`src/rtl/cpu_run_controller.sv`:
```
// Run/halt/step sequencer with PC breakpoint and halted register-dump streaming.
// Execution is gated through the per-cycle clock enable cpu_en.
module cpu_run_controller #(
  parameter bit          RUN_ON_RESET = 1'b0,
  parameter int unsigned STEP_W       = 16,
  parameter int unsigned NUM_REGS     = 16
) (
  input  logic              clk,
  input  logic              reset,
  input  logic              cmd_valid,
  output logic              cmd_ready,
  input  logic [1:0]        cmd_op,
  input  logic [STEP_W-1:0] cmd_arg,
  input  logic              bp_enable,
  input  logic [31:0]       bp_addr,
  input  logic [31:0]       fetch_pc,
  output logic              cpu_en,
  output logic [3:0]        debug_reg_select,
  input  logic [31:0]       debug_reg_in,
  output logic              dump_valid,
  input  logic              dump_ready,
  output logic [31:0]       dump_data,
  output logic [3:0]        dump_index,
  output logic              dump_last,
  output logic              halted,
  output logic              bp_hit,
  output logic              step_done
);

  typedef enum logic [2:0] {StHalt, StRun, StStep, StDumpSel, StDumpOut} state_e;

  localparam logic [1:0] OpRun  = 2'b00;
  localparam logic [1:0] OpHalt = 2'b01;
  localparam logic [1:0] OpStep = 2'b10;
  localparam logic [1:0] OpDump = 2'b11;

  localparam state_e      ResetState = RUN_ON_RESET ? StRun : StHalt;
  localparam logic [3:0]  LastIdx    = 4'(NUM_REGS - 1);

  state_e              stateQ, stateD;
  logic [STEP_W-1:0]   stepCntQ, stepCntD;
  logic [3:0]          idxQ, idxD;
  logic                skipQ, skipD;
  logic                dumpValidQ, dumpValidD;
  logic [31:0]         dumpDataQ, dumpDataD;
  logic [3:0]          dumpIndexQ, dumpIndexD;
  logic                dumpLastQ, dumpLastD;
  logic                bpHitQ, bpHitD;
  logic                stepDoneQ, stepDoneD;

  logic cmdAccept;
  logic haltCmd;
  logic bpMatch;
  logic bpStop;
  logic execState;

  assign execState = (stateQ == StRun) || (stateQ == StStep);
  assign cmd_ready = execState || (stateQ == StHalt);
  assign cmdAccept = cmd_valid && cmd_ready;
  assign haltCmd   = cmdAccept && (cmd_op == OpHalt);
  assign bpMatch   = bp_enable && (fetch_pc == bp_addr);
  // skip lets the instruction sitting at the breakpoint PC run once after resume
  assign bpStop    = bpMatch && !skipQ;
  assign cpu_en    = execState && !bpStop && !haltCmd;

  assign halted           = (stateQ == StHalt);
  assign debug_reg_select = idxQ;
  assign dump_valid       = dumpValidQ;
  assign dump_data        = dumpDataQ;
  assign dump_index       = dumpIndexQ;
  assign dump_last        = dumpLastQ;
  assign bp_hit           = bpHitQ;
  assign step_done        = stepDoneQ;

  always_comb begin
    stateD     = stateQ;
    stepCntD   = stepCntQ;
    idxD       = idxQ;
    skipD      = skipQ;
    dumpValidD = dumpValidQ;
    dumpDataD  = dumpDataQ;
    dumpIndexD = dumpIndexQ;
    dumpLastD  = dumpLastQ;
    bpHitD     = 1'b0;
    stepDoneD  = 1'b0;

    unique case (stateQ)
      StHalt: begin
        if (cmdAccept) begin
          case (cmd_op)
            OpRun: begin
              stateD = StRun;
              skipD  = 1'b1;
            end
            OpStep: begin
              stateD   = StStep;
              stepCntD = (cmd_arg == '0) ? STEP_W'(1) : cmd_arg;
              skipD    = 1'b1;
            end
            OpDump: begin
              stateD = StDumpSel;
              idxD   = 4'd0;
            end
            default: ;
          endcase
        end
      end
      StRun, StStep: begin
        if (haltCmd) begin
          stateD = StHalt;
        end else if (bpStop) begin
          stateD = StHalt;
          bpHitD = 1'b1;
        end else begin
          // cpu_en is high on this path
          skipD = 1'b0;
          if (stateQ == StStep) begin
            stepCntD = stepCntQ - STEP_W'(1);
            if (stepCntQ == STEP_W'(1)) begin
              stateD    = StHalt;
              stepDoneD = 1'b1;
            end
          end
        end
      end
      StDumpSel: begin
        dumpDataD  = debug_reg_in;
        dumpIndexD = idxQ;
        dumpLastD  = (idxQ == LastIdx);
        dumpValidD = 1'b1;
        stateD     = StDumpOut;
      end
      StDumpOut: begin
        if (dump_ready) begin
          dumpValidD = 1'b0;
          if (dumpLastQ) begin
            stateD = StHalt;
          end else begin
            idxD   = idxQ + 4'd1;
            stateD = StDumpSel;
          end
        end
      end
      default: stateD = StHalt;
    endcase
  end

  always_ff @(posedge clk or negedge reset) begin
    if (!reset) begin
      stateQ     <= ResetState;
      stepCntQ   <= '0;
      idxQ       <= 4'd0;
      skipQ      <= 1'b0;
      dumpValidQ <= 1'b0;
      dumpDataQ  <= 32'd0;
      dumpIndexQ <= 4'd0;
      dumpLastQ  <= 1'b0;
      bpHitQ     <= 1'b0;
      stepDoneQ  <= 1'b0;
    end else begin
      stateQ     <= stateD;
      stepCntQ   <= stepCntD;
      idxQ       <= idxD;
      skipQ      <= skipD;
      dumpValidQ <= dumpValidD;
      dumpDataQ  <= dumpDataD;
      dumpIndexQ <= dumpIndexD;
      dumpLastQ  <= dumpLastD;
      bpHitQ     <= bpHitD;
      stepDoneQ  <= stepDoneD;
    end
  end

endmodule

```
`config.mk`:
```
export PLATFORM = sky130hd
export DESIGN_NAME = cpu_run_controller
export DESIGN_NICKNAME = d
export VERILOG_FILES = /design/src/rtl/cpu_run_controller.sv
export SDC_FILE = /design/constraint.sdc
export NUM_CORES = 1
export LEC_CHECK = 0
export CORE_UTILIZATION = 30
export CTS_BUF_LIST = sky130_fd_sc_hd__clkbuf_8 sky130_fd_sc_hd__clkbuf_16
export DETAILED_ROUTE_END_ITERATION = 6
export SYNTH_ARGS = -nofsm -noshare
export SYNTH_HDL_FRONTEND = slang
export SYNTH_SLANG_ARGS = --single-unit
```
`constraint.sdc`:
```
create_clock -name clk -period 7.4 [get_ports clk]
set_clock_uncertainty 0.15 [all_clocks]
set_input_delay 1.11 -clock clk [delete_from_list [all_inputs] [get_ports clk]]
set_output_delay 1.11 -clock clk [all_outputs]
set_load 0.05 [all_outputs]
```
* Yosys cells after proc, flatten, opt, wreduce, memory -nomap -nowiden
Index checks and enable logic that the tools add are counted.
Word-level totals: bits of input ports 119, output and inout bits 47, flip-flop bits (word level) 64, logic and storage cells 94
Operators by class: reductions and logical operators 24, add/subtract/negate cells 2, muxes and demuxes 36, eq/ne operators 22
Operators with widths (number):
- $mux 16 | 6
- $eq 32x32->1 | 1
- $pmux 16 s2 | 1
- $mux 3 | 6
- $eq 16x1->1 const B | 1
- $logic_not 16->1 | 1
- $mux 4 | 4
- $sub 16x1->16 const B | 1
- $reduce_and 5->1 | 3
- $mux 1 | 13
- $ne 2x2->1 const B | 6
- $pmux 3 s4 | 1
- $pmux 3 s3 | 1
- $ne 4x4->1 const B | 2
- $pmux 4 s2 | 1
- $eq 3x2->1 const B | 2
- $logic_and 1x1->1 | 6
- $ne 2x1->1 const B | 3
- $reduce_and 6->1 | 1
- $reduce_bool 2->1 | 3
- $add 4x1->4 const B | 1
- $eq 2x2->1 const B | 2
- $eq 4x4->1 const B | 1
- $ne 4x1->1 const B | 1
- 11 further kinds | 16

* Logic depth before layout (Yosys ltp)
Gate-level depths: netlist of run 1.
depth after elaboration 7, gate-level depth with buffers 9, mapped depth without buffers 8

* Worst setup path after synthesis of run 1
OpenSTA, ideal clock, no wires.
kind input to output, start point in fetch_pc[15], end point out cpu_en, data required time 6.140 ns, buffers on the path 2, cell stages on the path 7, data arrival time 2.762 ns, setup slack 3.378 ns, path through nor2b_1 -> a2111oi_0 -> nand3_1 -> nor3_1 -> clkbuf_1 -> clkbuf_1 -> nor2_1
On the way: cells in the longest elaborated chain, start to end 6
RTL lines:
- start: declaration | line 16 | input logic [31:0] fetch_pc,
- $eq 32x32->1 | line 61 | assign bpMatch = bp_enable && (fetch_pc == bp_addr);
- $logic_and 1x1->1 | line 61
- $logic_and 1x1->1 | line 63 | assign bpStop = bpMatch && !skipQ;
- $logic_not 1->1 | line 64 | assign cpu_en = execState && !bpStop && !haltCmd;
- $logic_and 1x1->1 (2 in series) | line 64
- end: declaration | line 17 | output logic cpu_en,
Every way passes these cells.

* Final worst setup path of run 1
start point in bp_addr[6], end point out cpu_en
On the way: cells in the longest elaborated chain, start to end 6
RTL lines:
- start: declaration | line 15 | input logic [31:0] bp_addr,
- $eq 32x32->1 | line 61
- $logic_and 1x1->1 | line 61
- $logic_and 1x1->1 | line 63
- $logic_not 1->1 | line 64
- $logic_and 1x1->1 (2 in series) | line 64
Every way passes these cells.

==> results.py, run 1 <==
metrics = {
    "outcome": {
        "status": "finished, final reports clean",
    },
    "synth": {
        "synth_top_area_share_pct": 45.1,
        "synth_common_cells": "dfrtp_1 (64), mux2_2 (36), nand2_1 (27)",
        "ys_seq_elements": 64,
        "syn_inst": 361,
        "synth_ff_type": "dfrtp_1",
        "synthArstFlopShare_pct": 100,
        "syn_nets": 483,
        "synth_edf_count": 0,
        "yosys.cell_types.count": 43,
        "yosysMostFrequentCell": "dfrtp_1",
        "synth.area.top_cells": "dfrtp_1 (45%), mux2_2 (11%), xor2_1 (6.4%)",
        "syn_area_per_cell_sq_um": 9.83,
        "ys_warn_count": 0,
        "netlist_area_sq_mm": 0.00355,
        "yosysSeqAreaShare_pct": 45.1,
        "yosysTopAreaCell": "dfrtp_1",
    },
    "min_path": {
        "hold_path_class": "reg2reg",
        "holdPathStages": 2,
        "min_to": "dump_index[1]",
        "hold_start": "dump_index[1]",
    },
    "layout": {
        "fill_cells": 1069,
        "seqCellArea_sq_mm": 0.00160,
        "antenna_cells": 0,
        "area_growth_pct": 59.7,
        "finish.utilization_pct": 49.4,
        "design_area_sq_mm": 0.00567,
        "nets": 645,
        "multiInputGateArea_sq_mm": 0.00184,
        "instances_no_fill": 671,
        "drive_gt1_share_pct": 12.1,
    },
    "setup_path": {
        "cp_num_cells": 8,
        "crit_path_top_delay_cell": "clkdlybuf4s50_1",
        "timing.rr.end": "stepCntQ[14]",
        "start_kind": "input port",
        "path_delay_family": "buffers and inverters",
        "end_kind": "primary output",
        "cp_max_fo": 21,
        "cp_slowest_stage_delay_ns": 0.72,
        "crit-reg2reg-launch": "stepCntQ[6]",
        "crit_buf_inv": 3,
        "critPathMostFrequentCell": "clkdlybuf4s50_1",
        "crit_chain": "clkdlybuf4s50_1, nor2b_1, a2111oi_0, nand4_1, nor3_2, buf_4, nor2_1, clkdlybuf4s50_1",
        "critPathArrivalTime_ns": 3.59,
        "worstRegToRegCells": 5,
        "worstPathRequired_ns": 6.14,
        "crit_type": "in2out",
        "r2r_slack_ns": 4.81,
        "startpoint": "bp_addr[6]",
    },
    "pwr": {
        "vdd.ir_drop.worst_uv": 244,
        "p_total_mw": 2.30,
        "pwr_density_cell_mw_per_mm2": 406,
        "p_leak_nw": 2.26,
    },
    "detailed_routing": {
        "vias": 3405,
        "drc_errors": 0,
        "wire_per_inst_um": 15.6,
        "drtIter0Drc": 197,
        "wirelength_um": 10500,
        "avgViaCountPerCell": 5.07,
        "ant_nets": 0,
        "drt_pass1_iterations": 4,
    },
    "sta": {
        "slew-limit-headroom_pct": 39.9,
        "maxSlewViolCount": 0,
        "timing.final.crit_share_pct": 65.5,
        "final-setup-viol-count": 0,
        "finalWorstSetupSlack_ns": 2.55,
        "hold_violations": 0,
        "period_minus_slack_ns": 4.85,
        "fin_setup_tns_ns": 0,
        "fmax_mhz": 206,
        "worst_slew_pin_slew_ns": 0.898,
        "rsz0062_at_grt": "false",
        "fin_hold_ws_ns": 0.339,
    },
    "placed_design": {
        "dp_cells": 655,
        "dp_hpwl_um": 7780,
        "place_ws_ns": 2.57,
        "io_buffer_count": 165,
        "dpl_cell_area_sq_mm": 0.00534,
        "place.gp.congestion": 0.823,
    },
    "cts": {
        "cts_resized": 0,
        "cts_tree": "done",
        "clkTransAtPathRegs_ns": 0.06,
        "clkLatencyLatePin_ns": 0.33,
        "cts-buffers-inserted": 9,
        "cts_sinks": 64,
        "cts_root_buf": "clkbuf_16",
        "cts_hold_buf": 0,
        "post_cts_buffers": 0,
        "cts_buffer_depth": 2,
        "cts_max_level": 3,
    },
    "grt": {
        "grt_max_degree": 65,
        "track_usage_pct": 17.3,
        "grt_pass1_wl_um": 16900,
        "grt_pass1_vias": 3475,
        "antenna_found_initial": 0,
        "gr-total-overflow": 0,
    },
    "die": {
        "row_count": 39,
        "pin_count": 166,
        "die_area_sq_mm": 0.0123,
        "core-area_sq_mm": 0.0115,
        "die_w_um": 111,
        "start_util_pct": 31.0,
        "die_height_um": 111,
    },
    "run": {
        "cap_violations": 0,
    },
}
layout make-up:
| class | instances | share of cell area, % |
|---|---|---|
| clock buffers | 9 | 3.97 |
| inverters | 15 | 0.993 |
| repair buffers | 168 | 29.4 |
| clock inverters | 7 | 1.81 |
| flip-flops and latches | 64 | 28.2 |
| well taps | 143 | 3.16 |
| multi-input cells | 265 | 32.4 |
cell families after synthesis:
group           synth area share (%)
buf+inv                         3.38
flops                           45.1
simple gates                    19.2
xor+xnor                        7.16
compound gates                  12.1
fa+ha+maj                       1.06
mux                             12.0
worst reg2reg max path, cell delays in order (launching register included):
cell      delay (ns)
dfrtp_1         0.40
or4_1           0.55
or3_1           0.37
or3_4           0.36
or4_1           0.41
a211oi_1        0.24
per-layer routing:
layer	track usage (%)	part of all wire [%]	wire length (um)	vias to the layer above
li1	-	-	-	1642
met1	21.0	43	4470	1637
met2	29.0	50	5210	109
met3	5.14	5.9	616	17
met4	5.96	1.8	188	0
met5	0	0	0	-
state kept, by name, summed over array words and instances, names as in the netlist:
register          cells
debug_reg_select      4
bp_hit                1
step_done             1
dump_valid            1
dump_index            4
dump_last             1
stateQ                3
dump_data            32
stepCntQ             16
skipQ                 1
worst max-delay path by stage:
| stage | slack (ns) | to |
|---|---|---|
| final | 2.55 | cpu_en |
| after global placement | 2.61 | cpu_en |
| after floorplan | 3.38 | cpu_en |
| after detailed placement | 2.57 | cpu_en |
| after CTS | 2.57 | cpu_en |
| after global routing | 2.40 | cpu_en |
cells in the final DEF (no fill, tap or decap), types with 3 or more instances in the layout:
cell / count
or4_1: 4
dfrtp_1: 64
nand3_1: 16
nor2_1: 21
a21oi_1: 6
o21ai_0: 20
xor2_1: 26
mux2_2: 36
buf_4: 3
nor3_1: 13
nor4_1: 16
xnor2_1: 3
ha_1: 3
inv_1: 15
clkdlybuf4s50_1: 164
nor2b_1: 9
o22ai_1: 5
nand2_1: 26
or3_1: 9
a311o_1: 3
a211o_1: 3
clkbuf_16: 9
nand4_1: 8
a2111oi_0: 3
o211ai_1: 4
power by group:
group | switching, mW | internal (mW)
Clock | 0.166 | 0.298
Sequential | 0.123 | 0.505
Combinational | 0.744 | 0.467
Total | 1.03 | 1.27
(Power assumes the default switching activity.)
==> run 2: changes to the inputs <==
clock period = 4.9 ns   (was 7.4 ns; I/O delays follow)
==> run 2 against run 1 <==
  * First-iteration DRC count rose by 5.1%
  * Clock-buffer cell count rose by 2
  * Register-to-register slack lost 2.5 ns
  * Worst hold slack worse by 0.027 ns
  * Combinational power increased by 51%
  * Sequential cell count stayed put
  * Wire length grew 0.56%
  * Non-clock buffer count unchanged
  * Critical endpoint unchanged
  * Largest power group unchanged
  * Highest routed layer unchanged
==> results.py, run 2 (same netlist as run 1, synthesis figures left out) <==
metrics = {
    "outcome": {
        "status": "finished, final reports clean",
    },
    "setup_path": {
        "r2r_slack_ns": 2.30,
        "crit-reg2reg-launch": "stepCntQ[8]",
        "end_kind": "primary output",
        "cp_max_fo": 3,
        "crit_type": "in2out",
        "worstPathRequired_ns": 4.01,
        "timing.rr.end": "stepCntQ[14]",
        "worstRegToRegCells": 5,
        "start_kind": "input port",
        "critPathArrivalTime_ns": 3.04,
    },
    "sta": {
        "rsz0062_at_grt": "false",
        "period_minus_slack_ns": 3.92,
        "final-setup-viol-count": 0,
        "hold_violations": 0,
        "timing.final.crit_share_pct": 80.1,
        "worst_slew_pin_slew_ns": 0.916,
        "finalWorstSetupSlack_ns": 0.976,
        "slew-limit-headroom_pct": 38.7,
        "maxSlewViolCount": 0,
        "fin_setup_tns_ns": 0,
        "fmax_mhz": 255,
    },
    "detailed_routing": {
        "wirelength_um": 10500,
        "drc_errors": 0,
        "drt_pass1_iterations": 4,
        "wire_per_inst_um": 15.7,
        "vias": 3418,
        "avgViaCountPerCell": 5.09,
        "ant_nets": 0,
        "drtIter0Drc": 207,
    },
    "cts": {
        "cts_root_buf": "clkbuf_16",
        "post_cts_buffers": 0,
        "cts_hold_buf": 0,
        "cts_max_level": 3,
        "clkLatencyLatePin_ns": 0.33,
        "cts_buffer_depth": 2,
        "clkTransAtPathRegs_ns": 0.05,
        "cts_tree": "done",
        "cts-buffers-inserted": 9,
        "cts_sinks": 64,
        "cts_resized": 0,
    },
    "placed_design": {
        "dpl_cell_area_sq_mm": 0.00534,
        "dp_hpwl_um": 7940,
        "place_ws_ns": 0.958,
        "place.gp.congestion": 0.811,
        "io_buffer_count": 165,
    },
    "layout": {
        "nets": 645,
        "area_growth_pct": 60.0,
        "fill_cells": 1097,
        "design_area_sq_mm": 0.00568,
        "drive_gt1_share_pct": 12.1,
        "final_cell_mix": "clkdlybuf4s50_1 (164), dfrtp_1 (64), mux2_2 (36)",
        "antenna_cells": 0,
        "final_common_cell": "clkdlybuf4s50_1",
        "multiInputGateArea_sq_mm": 0.00184,
        "largest_reg_flops": 32,
        "seqCellArea_sq_mm": 0.00160,
    },
    "grt": {
        "grt_pass1_wl_um": 17400,
        "antenna_found_initial": 0,
        "gr-total-overflow": 0,
        "grt_pass1_vias": 3498,
        "grt_max_degree": 41,
        "track_usage_pct": 17.7,
    },
    "die": {
        "start_util_pct": 31.0,
        "row_count": 39,
        "pin_count": 166,
        "die_area_sq_mm": 0.0123,
        "die_w_um": 111,
        "core-area_sq_mm": 0.0115,
        "die_height_um": 111,
    },
    "run": {
        "cap_violations": 0,
    },
    "pwr": {
        "p_leak_nw": 2.27,
        "vdd.ir_drop.worst_uv": 511,
        "pwr_density_cell_mw_per_mm2": 615,
    },
    "min_path": {
        "hold_path_class": "in2async",
    },
}
[run 2: layout make-up]
type	instances	share of cell area (%)
clock buffers	11	4.45
clock inverters	5	1.52
inverters	15	0.991
multi-input cells	265	32.3
flip-flops and latches	64	28.2
well taps	143	3.15
repair buffers	168	29.4
[run 2: through the flow]
stage	util (%)	total power, mW	std cells	hold slack (ns)
floorplan	-	2.14	361	0.289
finish	49.5	3.49	671	0.312
detailed placement	46.6	2.78	655	0.331
global route	49.5	3.69	671	0.364
CTS	49.5	3.52	671	0.345
global placement	46.6	2.76	655	0.323
[run 2: where the power goes]
part           internal [mW]  switching, mW  total (mW)
sequential             0.763          0.186       0.949
clock                  0.477          0.242       0.720
combinational          0.705           1.12        1.83
total                   1.95           1.55        3.49
[run 2: worst max-delay path: stages]
cell             delay (ns)
clkdlybuf4s50_1        0.42
nor2b_1                0.14
a2111oi_0              0.42
nand3_1                0.18
nor3_2                 0.33
nor2_1                 0.07
clkdlybuf4s50_1        0.73
[run 2: worst max-delay path by stage]
stage	to	depth (start not counted)	slack (ns)	start
2_1_floorplan	cpu_en	7	1.63	fetch_pc[15]
3_5_place_dp	cpu_en	7	0.96	fetch_pc[15]
4_1_cts	cpu_en	7	0.94	fetch_pc[15]
3_3_place_gp	cpu_en	7	1.03	bp_addr[18]
6_report	cpu_en	7	0.98	fetch_pc[15]
5_1_grt	cpu_en	7	0.85	bp_addr[6]
[run 2: routing by layer]
metal | GRT usage [%] | vias to the layer above | wire, um
met5 | 0 | - | 0
met4 | 5.33 | 0 | 122
met3 | 5.41 | 9 | 677
met2 | 29.9 | 105 | 5290
met1 | 21.6 | 1661 | 4460
li1 | - | 1643 | -
